[src/rtl/cpu_pkg.sv]
`default_nettype none
// ============================================================================
// Module   : cpu_pkg
// Brief    : Shared widths, fetch FSM encoding and opcode field position for
//            the 16-bit CPU.
// Revision : 1.0 - initial release
// ============================================================================
package cpu_pkg;

    localparam int OPCODE_W = 3;
    localparam int INSTR_W  = 16;
    localparam int ADDR_W   = 16;

    localparam logic [ADDR_W-1:0] RESET_PC_DEFAULT = 16'h0000;

    // Opcode field, also used by the control decoder
    localparam int OPCODE_MSB = 15;
    localparam int OPCODE_LSB = 13;

    typedef enum logic [1:0] {
        ST_IDLE  = 2'd0,
        ST_FETCH = 2'd1,
        ST_DROP  = 2'd2
    } fetch_state_t;

    function automatic logic [OPCODE_W-1:0] opcode_of(input logic [INSTR_W-1:0] instr);
        return instr[OPCODE_MSB:OPCODE_LSB];
    endfunction

endpackage
`default_nettype wire

[src/rtl/fetch_skid_buf.sv]
`default_nettype none
// ============================================================================
// Module   : fetch_skid_buf
// Brief    : One-entry {instr, pc} holding buffer for a word accepted while
//            the IF/ID slot is stalled.
// Revision : 1.0 - initial release
// ============================================================================
module fetch_skid_buf
    import cpu_pkg::*;
(
    input  logic               clk,
    input  logic               rst,
    input  logic               i_push,
    input  logic               i_pop,
    input  logic               i_flush,
    input  logic [INSTR_W-1:0] i_instr,
    input  logic [ADDR_W-1:0]  i_pc,
    output logic               o_valid,
    output logic [INSTR_W-1:0] o_instr,
    output logic [ADDR_W-1:0]  o_pc
);

    logic               r_valid;
    logic [INSTR_W-1:0] r_instr;
    logic [ADDR_W-1:0]  r_pc;

    always_ff @(posedge clk) begin
        if (rst) begin
            r_valid <= 1'b0;
            r_instr <= '0;
            r_pc    <= '0;
        end else if (i_flush) begin
            r_valid <= 1'b0;
        end else if (i_push) begin
            r_valid <= 1'b1;
            r_instr <= i_instr;
            r_pc    <= i_pc;
        end else if (i_pop) begin
            r_valid <= 1'b0;
        end
    end

    assign o_valid = r_valid;
    assign o_instr = r_instr;
    assign o_pc    = r_pc;

endmodule
`default_nettype wire

[src/rtl/instr_fetch.sv]
`default_nettype none
// ============================================================================
// Module   : instr_fetch
// Brief    : Fetch stage: PC, req/ack instruction memory reads, IF/ID slot
//            with one-entry skid, redirect flush with stale-response drop.
// Revision : 1.0 - initial release
// ============================================================================
module instr_fetch
    import cpu_pkg::*;
#(
    parameter logic [ADDR_W-1:0] RESET_PC = RESET_PC_DEFAULT
) (
    input  logic                clk,
    input  logic                reset,
    output logic                imem_req,
    output logic [ADDR_W-1:0]   imem_addr,
    input  logic                imem_ack,
    input  logic [INSTR_W-1:0]  imem_rdata,
    input  logic                stall,
    input  logic                redirect,
    input  logic [ADDR_W-1:0]   redirect_pc,
    output logic                if_valid,
    output logic [INSTR_W-1:0]  if_instr,
    output logic [ADDR_W-1:0]   if_pc,
    output logic [ADDR_W-1:0]   if_pc_plus1,
    output logic [OPCODE_W-1:0] if_opcode
);

    fetch_state_t       r_state;
    logic [ADDR_W-1:0]  r_pc;
    logic [ADDR_W-1:0]  r_drop_addr;
    logic               r_valid;
    logic [INSTR_W-1:0] r_instr;
    logic [ADDR_W-1:0]  r_slot_pc;

    logic               w_skid_valid;
    logic [INSTR_W-1:0] w_skid_instr;
    logic [ADDR_W-1:0]  w_skid_pc;
    logic               w_ack;
    logic               w_accept;
    logic               w_consume;
    logic               w_push;
    logic               w_pop;

    // A full skid holds fetch back; it only fills on an ack, so req never drops mid-wait
    assign imem_req  = (r_state != ST_IDLE) && !w_skid_valid;
    assign imem_addr = (r_state == ST_DROP) ? r_drop_addr : r_pc;

    assign w_ack     = imem_req && imem_ack;
    assign w_accept  = w_ack && (r_state == ST_FETCH) && !redirect;
    assign w_consume = r_valid && !stall;
    assign w_push    = w_accept && r_valid && stall;
    assign w_pop     = !redirect && !w_accept && w_consume && w_skid_valid;

    fetch_skid_buf u_skid (
        .clk     (clk),
        .rst     (reset),
        .i_push  (w_push),
        .i_pop   (w_pop),
        .i_flush (redirect),
        .i_instr (imem_rdata),
        .i_pc    (r_pc),
        .o_valid (w_skid_valid),
        .o_instr (w_skid_instr),
        .o_pc    (w_skid_pc)
    );

    always_ff @(posedge clk) begin
        if (reset) begin
            r_state     <= ST_IDLE;
            r_pc        <= RESET_PC;
            r_drop_addr <= RESET_PC;
            r_valid     <= 1'b0;
            r_instr     <= '0;
            r_slot_pc   <= '0;
        end else begin
            case (r_state)
                ST_IDLE:  r_state <= ST_FETCH;
                ST_FETCH: begin
                    if (redirect && imem_req && !imem_ack) begin
                        r_state     <= ST_DROP;
                        r_drop_addr <= r_pc;
                    end
                end
                // The stale response closes the drop even if a new redirect lands with it
                ST_DROP:  if (w_ack) r_state <= ST_FETCH;
                default:  r_state <= ST_IDLE;
            endcase

            if (redirect) begin
                r_valid <= 1'b0;
                r_pc    <= redirect_pc;
            end else if (w_accept) begin
                r_pc <= r_pc + ADDR_W'(1);
                if (!r_valid || !stall) begin
                    r_valid   <= 1'b1;
                    r_instr   <= imem_rdata;
                    r_slot_pc <= r_pc;
                end
            end else if (w_consume) begin
                if (w_skid_valid) begin
                    r_instr   <= w_skid_instr;
                    r_slot_pc <= w_skid_pc;
                end else begin
                    r_valid <= 1'b0;
                end
            end
        end
    end

    assign if_valid    = r_valid;
    assign if_instr    = r_instr;
    assign if_pc       = r_slot_pc;
    assign if_pc_plus1 = r_slot_pc + ADDR_W'(1);
    assign if_opcode   = opcode_of(r_instr);

endmodule
`default_nettype wire
[config.mk]
export PLATFORM = sky130hd
export DESIGN_NAME = instr_fetch
export DESIGN_NICKNAME = d
export VERILOG_FILES = /design/src/rtl/cpu_pkg.sv /design/src/rtl/fetch_skid_buf.sv /design/src/rtl/instr_fetch.sv
export SDC_FILE = /design/constraint.sdc
export NUM_CORES = 1
export LEC_CHECK = 0
export CORE_MARGIN = 8
export CORE_UTILIZATION = 39
export DETAILED_ROUTE_END_ITERATION = 16
export GPL_TIMING_DRIVEN = 0
export PLACE_DENSITY_LB_ADDON = 0.08
export SLEW_MARGIN = 40
export SYNTH_ARGS = -nofsm -noshare
export SYNTH_HDL_FRONTEND = slang
export SYNTH_SLANG_ARGS = --single-unit
export TNS_END_PERCENT = 1
[constraint.sdc]
create_clock -name clk -period 3.9 [get_ports clk]
set_input_delay 1.17 -clock clk [delete_from_list [all_inputs] [get_ports clk]]
set_output_delay 1.17 -clock clk [all_outputs]
set_load 0.05 [all_outputs]
**Word-level counts from Yosys, hierarchy flattened**

Index checks and enable logic that the tools add are counted.
W data, S select, Z words.

- Register bits: 100
- Input bits: 37
- Output and inout port bits: 69

- Add/subtract/negate cells: 2
- Equality and inequality tests: 6
- Multiplexer cells: 20
- Bitwise gates (word level): 1
- Reduce and logical (&&, ||, !) cells: 31

Operators with widths:

| cell | number |
|---|---|
| $mux W16 | 11 |
| $add A16 B1 Y16 const B | 2 |
| $logic_and A1 B1 Y1 | 12 |
| $reduce_bool A2 Y1 | 5 |
| $logic_not A1 Y1 | 6 |
| $mux W1 | 6 |
| $pmux W2 S3 | 1 |
| $reduce_and A2 Y1 | 3 |
| $mux W2 | 2 |
| $ne A2 B1 Y1 const B | 2 |
| $ne A2 B2 Y1 const B | 2 |
| $reduce_and A4 Y1 | 1 |
| $reduce_and A3 Y1 | 1 |
| $eq A2 B1 Y1 const B | 1 |
| $eq A2 B2 Y1 const B | 1 |
| $logic_not A2 Y1 | 1 |
| $reduce_or A2 Y1 | 1 |
| $logic_or A1 B1 Y1 | 1 |
| $not A1 Y1 | 1 |

**Depth between registers and ports, before layout**

Gate-level depths: netlist of the first run.

- Depth after elaboration: 11
- Depth in mapped cells: 6
- Gate-level depth less buffers: 5

**By module**

Synthesis of the first run repeated with hierarchy kept, for this count alone.

- Cells, all modules: 577
- Area, all modules: 5,038.6 µm²

By module, submodules not included:

| module | times used | cells each | area each (µm²) | sequential area each (µm²) |
|---|---|---|---|---|
| instr_fetch | 1 | 428 | 3,538.4 | 1,341.3 |
| fetch_skid_buf | 1 | 149 | 1,500.2 | 660.6 |

**Worst setup path after synthesis of the first run**

OpenSTA, ideal clock, no wires.

- Path type: register -> output
- From: reg r_slot_pc[2] (netlist: if_pc[2])
- To: out if_pc_plus1[15]
- Data arrival time: 2,264 ps
- Required time: 2,730 ps
- Path slack: 466 ps
- Stages on the path, launching flop included: 5
- Cell sequence: dfxtp_1 > and3_1 > nand3_1 > nor4_1 > xor2_1

- Word-level cells in the longest chain between the ends: 1

RTL lines:

| item | line | text |
|---|---|---|
| from (decl) | instr_fetch.sv:34 | `logic [ADDR_W-1:0] r_slot_pc;` |
| from (signal assigned) | instr_fetch.sv:98 | `r_slot_pc <= r_pc;` |
| from (signal assigned) | instr_fetch.sv:103 | `r_slot_pc <= w_skid_pc;` |
| $add A16 B1 Y16 | instr_fetch.sv:114 | `assign if_pc_plus1 = r_slot_pc + ADDR_W'(1);` |
| to (decl) | instr_fetch.sv:25 | `output logic [ADDR_W-1:0] if_pc_plus1,` |

No other way between the ends.

**Worst setup path after layout of the first run**

- From: reg r_state[0]
- To: out imem_addr[14]

- Word-level cells in the longest chain between the ends: 2

RTL lines:

| item | line | text |
|---|---|---|
| from (decl) | instr_fetch.sv:29 | `fetch_state_t r_state;` |
| from (signal assigned) | instr_fetch.sv:70 | `r_state <= ST_IDLE;` |
| from (signal assigned) | instr_fetch.sv:78 | `ST_IDLE: r_state <= ST_FETCH;` |
| from (signal assigned) | instr_fetch.sv:81 | `r_state <= ST_DROP;` |
| $eq A2 B2 Y1 | instr_fetch.sv:47 | `assign imem_addr = (r_state == ST_DROP) ? r_drop_addr : r_pc;` |
| $mux W16 | instr_fetch.sv:47 |  |
| to (decl) | instr_fetch.sv:16 | `output logic [ADDR_W-1:0] imem_addr,` |

No other way between the ends.

==> metrics.md, run 1 <==
| Metric | Value |
|---|---|
| Placed inst area | `0.00590 mm²` |
| HPWL after detailed placement | `9.83 mm` |
| Via Count | `4356` |
| Die height | `125 µm` |
| YS warnings | `0` |
| Slowest library cell on the worst path | `clkdlybuf4s50_1` |
| CTS tree | `yes` |
| CP Buf/Inv Count | `2` |
| Post-route cell area | `0.00620 mm²` |
| CTS root buf | `clkbuf_16` |
| Total clock sinks | `100` |
| Drt drc | `0` |
| Antenna Violating Nets Remaining | `0` |
| Dpl ws | `0.334 ns` |
| Vias in the first global route | `4206` |
| M1 WL | `6.34 mm` |
| Post-Synthesis Net Count | `616` |
| Std cell rows | `40` |
| Tmin final | `3.77 ns` |
| Top Layer Used | `met4` |
| Initial antenna violation count | `0` |
| Io pins | `106` |
| Sw frac | `29.6%` |
| Final WS setup | `0.134 ns` |
| Post-synth EDFFs | `0` |
| CP startpoint kind | `flip-flop` |
| Die X | `125 µm` |
| RSZ-0062 raised after global routing | `no` |
| Clock Path Buffers | `2` |
| Register area share after synthesis | `42.8%` |
| Routed WL per cell | `15.9 µm` |
| WS Path Type | `flip-flop to output pin` |
| Via density per instance | `5.17` |
| Crit path largest cell delay | `0.70 ns` |
| Clk pin slew, worst setup/hold paths | `0.07 ns` |
| WP data required | `2.73 ns` |
| Slew Limit Fails | `0` |
| GR Util All Layers | `16.9%` |
| Crit path cell chain | `nand2b_1 -> buf_2 -> mux2_2 -> clkdlybuf4s50_1` |
| Post-CTS Setup Inserts | `0` |
| Core outline area | `0.0119 mm²` |
| Cell leakage power | `0.00222 µW` |
| Distinct cells, synth | `50` |
| Cell family with most CP delay | `buffers and inverters` |
| Buffers on Ports | `104` |
| Global placer's final weighted congestion | `0.773` |
| Crit. End Element | `output pin` |
| Grt ovf | `0` |
| Top_reg_cell synth | `dfxtp_1` |
| Status | `completed` |
| Share of cells above drive strength 1 | `8.49%` |
| First-pass GRT wire length | `21.8 mm` |
| Synthesized area per cell | `8.10 µm²` |
| Area Growth Syn to Fin | `32.5%` |
| DR WL met3 | `823 µm` |
| Metal2 WL | `6.05 mm` |
| Later-pin clock latency in the skew report | `0.35 ns` |
| Max Cap Viol | `0` |
| Part of the power in registers | `44.3%` |
| Pwr/cell area | `398 mW/mm²` |
| Max VDD drop | `0.181 mV` |
| Largest net degree at the start of global routing | `17` |
| H-tree Lvls | `3` |
| Initial Util | `39.4%` |
| Crit path max fanout | `10` |
| Fin crit share | `96.6%` |
| Logic gate share of total power | `18.4%` |
| Iteration-0 DRC Markers | `259` |
| Fmax | `0.266 GHz` |
| Internal | `1740 µW` |
| Seq cells post-synth | `100` |
| Setup violations, final | `0` |
| Final net count | `730` |
| Num CTS Buffers | `9` |
| Measured slew at the worst slew-check pin | `0.727 ns` |
| ANT cells | `0` |
| Worst Path Arrival | `2.60 ns` |
| Setup TNS | `0 ns` |
| Async SR Flop Fraction | `0%` |
| DR pass1 iterations | `4` |
| Final Hold Viols | `0` |
| Clock Skew | `0.00683 ns` |
| Clk pwr share | `37.3%` |
| Die area | `0.0157 mm²` |
| Synthesized area | `0.00468 mm²` |
| Slew headroom | `51.1%` |
| Post-Syn Instances | `577` |
| Hold_buf cts | `0` |
| Min-delay worst type | `flip-flop to flip-flop` |
| Design Power | `2470 µW` |
| Switching pwr | `730 µW` |
| Post-Route WL | `13.4 mm` |
## final cells by class
cell class | instances | area, µm²
multi-input cells | 418 | 2410
well taps | 147 | 184
fillers | 1154 | 5670
flip-flops and latches | 100 | 2000
clock inverters | 5 | 61.3
plain buffers | 50 | 233
repair buffers | 104 | 1040
inverters | 8 | 30.0
clock buffers | 10 | 239
## synthesized netlist by cell type, types with 2 or more instances
master / number / area share, %
or3_1: 2 / 0.27
a311oi_1: 14 / 2.6
nor4_1: 6 / 0.80
o21ai_0: 25 / 2.7
and3_1: 5 / 0.67
buf_4: 6 / 0.96
nand2_1: 149 / 12
mux2i_1: 18 / 3.9
nand4_1: 7 / 0.94
xnor2_1: 13 / 2.4
nor3_1: 3 / 0.32
o211ai_1: 2 / 0.32
nor2_1: 47 / 3.8
buf_2: 12 / 1.3
clkbuf_1: 32 / 2.6
a31oi_1: 21 / 2.8
ha_1: 2 / 0.54
nand3_1: 11 / 1.2
inv_1: 7 / 0.56
and4_1: 2 / 0.37
a21oi_1: 35 / 3.7
xor2_1: 10 / 1.9
dfxtp_1: 100 / 43
a211oi_1: 7 / 1.1
mux2_2: 16 / 3.9
## power groups by stage
stage	Sequential (µW)	Combinational (µW)	Clock, µW
global route	1100	483	970
finish	1090	454	920
global placement	1110	453	0
detailed placement	1120	455	0
CTS	1090	457	922
floorplan	1170	230	0
## flip-flops by register name, summed over array words and instances, names as in the netlist
register and cells:
r_pc 16, if_instr 16, u_skid.o_pc 16, r_state 2, if_pc 16, r_drop_addr 16, u_skid.o_instr 16, if_valid 1
u_skid.o_valid 1
## worst register-to-register path: cells and delay by family (launching register included)
family	cells	cell delay (ns)
simple gates	3	1.12
mux	1	0.28
buf+inv	1	0.24
flops	1	0.31
## layer usage
metal	up-vias	track usage (%)
met5	-	0
met4	0	6.02
met3	15	4.04
met2	107	26.9
met1	2019	21.8
li1	2215	-
## worst paths after layout
kind / start / end / slack, ns / cells past startpoint
worst max register to register: r_pc[2] / r_pc[13] / 1.85 / 5
worst min register to register: u_skid.o_pc[5] / u_skid.o_pc[5] / 0.46 / 2
worst min-delay path: u_skid.o_pc[5] / u_skid.o_pc[5] / 0.46 / 2
worst max-delay path: r_state[0] / imem_addr[14] / 0.13 / 4
## through the flow
stage,util [%],std cells,hold WS [ns]
finish,52.2,842,0.456
global route,52.2,842,0.473
detailed placement,49.7,828,0.447
floorplan,-,577,0.437
CTS,52.3,843,0.456
global placement,49.7,828,0.442
## cell usage in the layout, fill, tap and decap left out, types with 6 or more instances in the layout
cell type	count
nand4_1	7
xnor2_1	13
o21ai_0	25
nand3_1	11
mux2i_1	18
inv_1	7
a311oi_1	14
dfxtp_1	100
clkbuf_1	31
a211oi_1	7
a21oi_1	35
nor2_1	47
buf_2	12
a31oi_1	21
mux2_2	16
nand2_1	149
buf_4	6
clkdlybuf4s50_1	103
clkbuf_16	9
nor4_1	6
xor2_1	10
## timing repair
item,in CTS,in global routing
cloned,0,0
resized for setup,1,0
setup endpoints to repair,1,9
## cell families (layout without fill, tap and decap cells)
| family | after synthesis | after routing | synth area share (%) |
|---|---|---|---|
| mux | 34 | 34 | 7.71 |
| compound gates | 112 | 112 | 15.2 |
| xor+xnor | 23 | 23 | 4.31 |
| flops | 100 | 100 | 42.8 |
| simple gates | 247 | 247 | 23.7 |
| buf+inv | 59 | 177 | 5.70 |
| fa+ha+maj | 2 | 2 | 0.535 |
Note: power is estimated with default switching activity, not from simulation.
==> run 2, diff against run 1 <==
Settings changed: PLACE_DENSITY set to 0.61, PLACE_DENSITY_LB_ADDON 0.08 to not set.
==> run 2 against run 1 <==
- via count rose by 0.60%
- setup slack improved by 0.017 ns
- critical path depth did not move
- clock-buffer cell count did not move
- clock power rose by 13%
- die area did not move
- total power rose by 4.9%
- sequential cell count did not move
- cell count rose by 0.12%
- final area rose by 0.81%
- largest cell class unchanged
- largest power group unchanged
==> metrics.md, run 2 (same netlist as run 1, synthesis figures left out) <==
| Metric | Value |
|---|---|
| Status | `completed` |
| Fillers | `1132 (-1.9%)` |
| Worst reg2reg path endpoint | `r_pc[13]` |
| Setup violations, final | `0 (unchanged)` |
| Via Count | `4382 (+0.60%)` |
| CTS root buf | `clkbuf_16` |
| Most frequent cells in the layout | `149 x nand2_1, 100 x dfxtp_1, 100 x clkdlybuf4s50_1` |
| Area Growth Syn to Fin | `33.6%` |
| Reg2Reg Setup Slack | `1.81 ns (-0.04 ns)` |
| CTS tree | `yes` |
| Max Cap Viol | `0 (unchanged)` |
| Final net count | `730 (unchanged)` |
| DR pass1 iterations | `5 (+1)` |
| Fmax | `0.267 GHz (+0.45%)` |
| Clk pin slew, worst setup/hold paths | `0.07 ns (about the same)` |
| Fin crit share | `96.1% (-0.43 points)` |
| Most common cell after layout, fill and taps aside | `nand2_1` |
| Vias in the first global route | `4160 (-1.1%)` |
| Max VDD drop | `0.211 mV (+17%)` |
| Cell leakage power | `0.00226 µW (+1.9%)` |
| Finished Core Util | `52.7% (+0.42 points)` |
| R2R depth | `5 (unchanged)` |
| Routed WL per cell | `16.1 µm (+1.3%)` |
| Hold Path Depth | `2 (unchanged)` |
| Iteration-0 DRC Markers | `206 (-20%)` |
| Later-pin clock latency in the skew report | `0.34 ns (about the same)` |
| Crit. End Element | `output pin` |
| Crit path max fanout | `10 (unchanged)` |
| Pwr/cell area | `414 mW/mm² (+4.0%)` |
| Setup TNS | `0 ns (unchanged)` |
| Placed cells | `828 (unchanged)` |
| Die height | `125 µm (unchanged)` |
| Clock Path Buffers | `2 (unchanged)` |
| Initial antenna violation count | `0 (unchanged)` |
| GR Util All Layers | `17.0% (+0.070 points)` |
| HP Start | `u_skid.o_instr[9]` |
| Std cell rows | `40 (unchanged)` |
| Core outline area | `0.0119 mm² (unchanged)` |
| Slew headroom | `48.1% (-3.0 points)` |
| Final Hold Viols | `0 (unchanged)` |
| Min-delay worst type | `flip-flop to flip-flop` |
| Largest net degree at the start of global routing | `17 (unchanged)` |
| Initial Util | `39.4% (unchanged)` |
| Die X | `125 µm (unchanged)` |
| Cell Count, Final, Fillers Out | `843 (+0.12%)` |
| ANT cells | `0 (unchanged)` |
| Post-Route WL | `13.6 mm (+1.4%)` |
| Grt ovf | `0 (unchanged)` |
| CP startpoint kind | `flip-flop` |
| Clock Skew | `0.00527 ns (-0.00156 ns)` |
| HPWL after detailed placement | `9.97 mm (+1.4%)` |
| H-tree Lvls | `3 (unchanged)` |
| Antenna Violating Nets Remaining | `0 (unchanged)` |
| Worst Hold End | `u_skid.o_instr[9]` |
| Worst Path Arrival | `2.58 ns (-0.02 ns)` |
| WP data required | `2.73 ns (about the same)` |
| Via density per instance | `5.20 (+0.48%)` |
| Io pins | `106 (unchanged)` |
| Slew Limit Fails | `0 (unchanged)` |
| RSZ-0062 raised after global routing | `no` |
| Share of cells above drive strength 1 | `8.62% (+0.13 points)` |
| Hold_ws | `0.456 ns (+0.0000280 ns)` |
| FF-to-FF Start | `r_pc[2]` |
| Measured slew at the worst slew-check pin | `0.771 ns (+0.0443 ns)` |
| WS Path Type | `flip-flop to output pin` |
| Tmin final | `3.75 ns (-0.0167 ns)` |
| First-pass GRT wire length | `21.9 mm (+0.41%)` |
| Total clock sinks | `100 (unchanged)` |
| Buffers on Ports | `104 (unchanged)` |
| Die area | `0.0157 mm² (unchanged)` |
| Drt drc | `0 (unchanged)` |
| Global placer's final weighted congestion | `0.785 (+1.6%)` |
| Num CTS Buffers | `9 (unchanged)` |
-- run 2: cell count changes in the layout (fill, tap and decap cells not counted) --
cell             delta
bufinv_16           +2
clkdlybuf4s50_1     -3
clkinv_4            -1
clkinvlp_4          +1
dlygate4sd2_1       +2
dlymetal6s2s_1      +1
inv_6               -1
-- run 2: layout make-up --
| class | instances | area (µm²) | area share [%] |
|---|---|---|---|
| clock inverter | 6 | 111 | 1.78 |
| timing repair buffer | 104 | 1040 | 16.6 |
| multi-input combinational | 418 | 2410 | 38.5 |
| tap | 147 | 184 | 2.94 |
| clock buffer | 10 | 239 | 3.83 |
| buffer | 50 | 233 | 3.73 |
| sequential | 100 | 2000 | 32.1 |
| inverter | 8 | 30.0 | 0.481 |
-- run 2: timing repair --
action                                  4_1_cts  5_1_grt
endpoints found under the setup margin        3        7
resized for setup                             3        1
setup buffers                                 0        0
hold buffers                                  0        0
-- run 2: worst max-delay path, stage by stage, from the launching register on --
cell and delay, ns:
dfxtp_1 0.44, nand2b_1 0.38, buf_2 0.34, mux2_2 0.37, clkdlybuf4s50_1 0.70
-- run 2: routing by layer --
metal	routed length [µm]	part of all wire [%]	vias up	GRT usage [%]
li1	-	-	2210	-
met1	6240	46	2044	21.6
met2	6380	47	113	27.4
met3	725	5.3	15	3.40
met4	246	1.8	0	6.88
met5	0	0	-	0
-- run 2: how the worst max path moves through the flow --
stage               start               to  slack, ns  depth (start not counted)
2_1_floorplan    if_pc[2]  if_pc_plus1[15]       0.47                          4
3_3_place_gp     if_pc[2]  if_pc_plus1[15]       0.39                          5
3_5_place_dp   r_state[0]     imem_addr[7]       0.37                          5
4_1_cts        r_state[0]    imem_addr[11]     0.0008                          5
5_1_grt        r_state[0]     imem_addr[6]       0.03                          4
6_report       r_state[0]    imem_addr[11]       0.15                          4
-- run 2: power breakdown --
part	internal, µW	switching [µW]	total, µW
Clock	645	396	1040
Combinational	164	289	453
Sequential	1060	37.0	1090
Total	1860	722	2590
-- run 2: through the flow --
step / cell area (µm²) / power (µW) / setup slack [ns]
global placement: 5900 / 1570 / 0.390
floorplan: 4680 / 1400 / 0.466
CTS: 6250 / 2600 / 0.000840
global route: 6250 / 2670 / 0.0331
detailed placement: 5900 / 1570 / 0.369
finish: 6250 / 2590 / 0.151
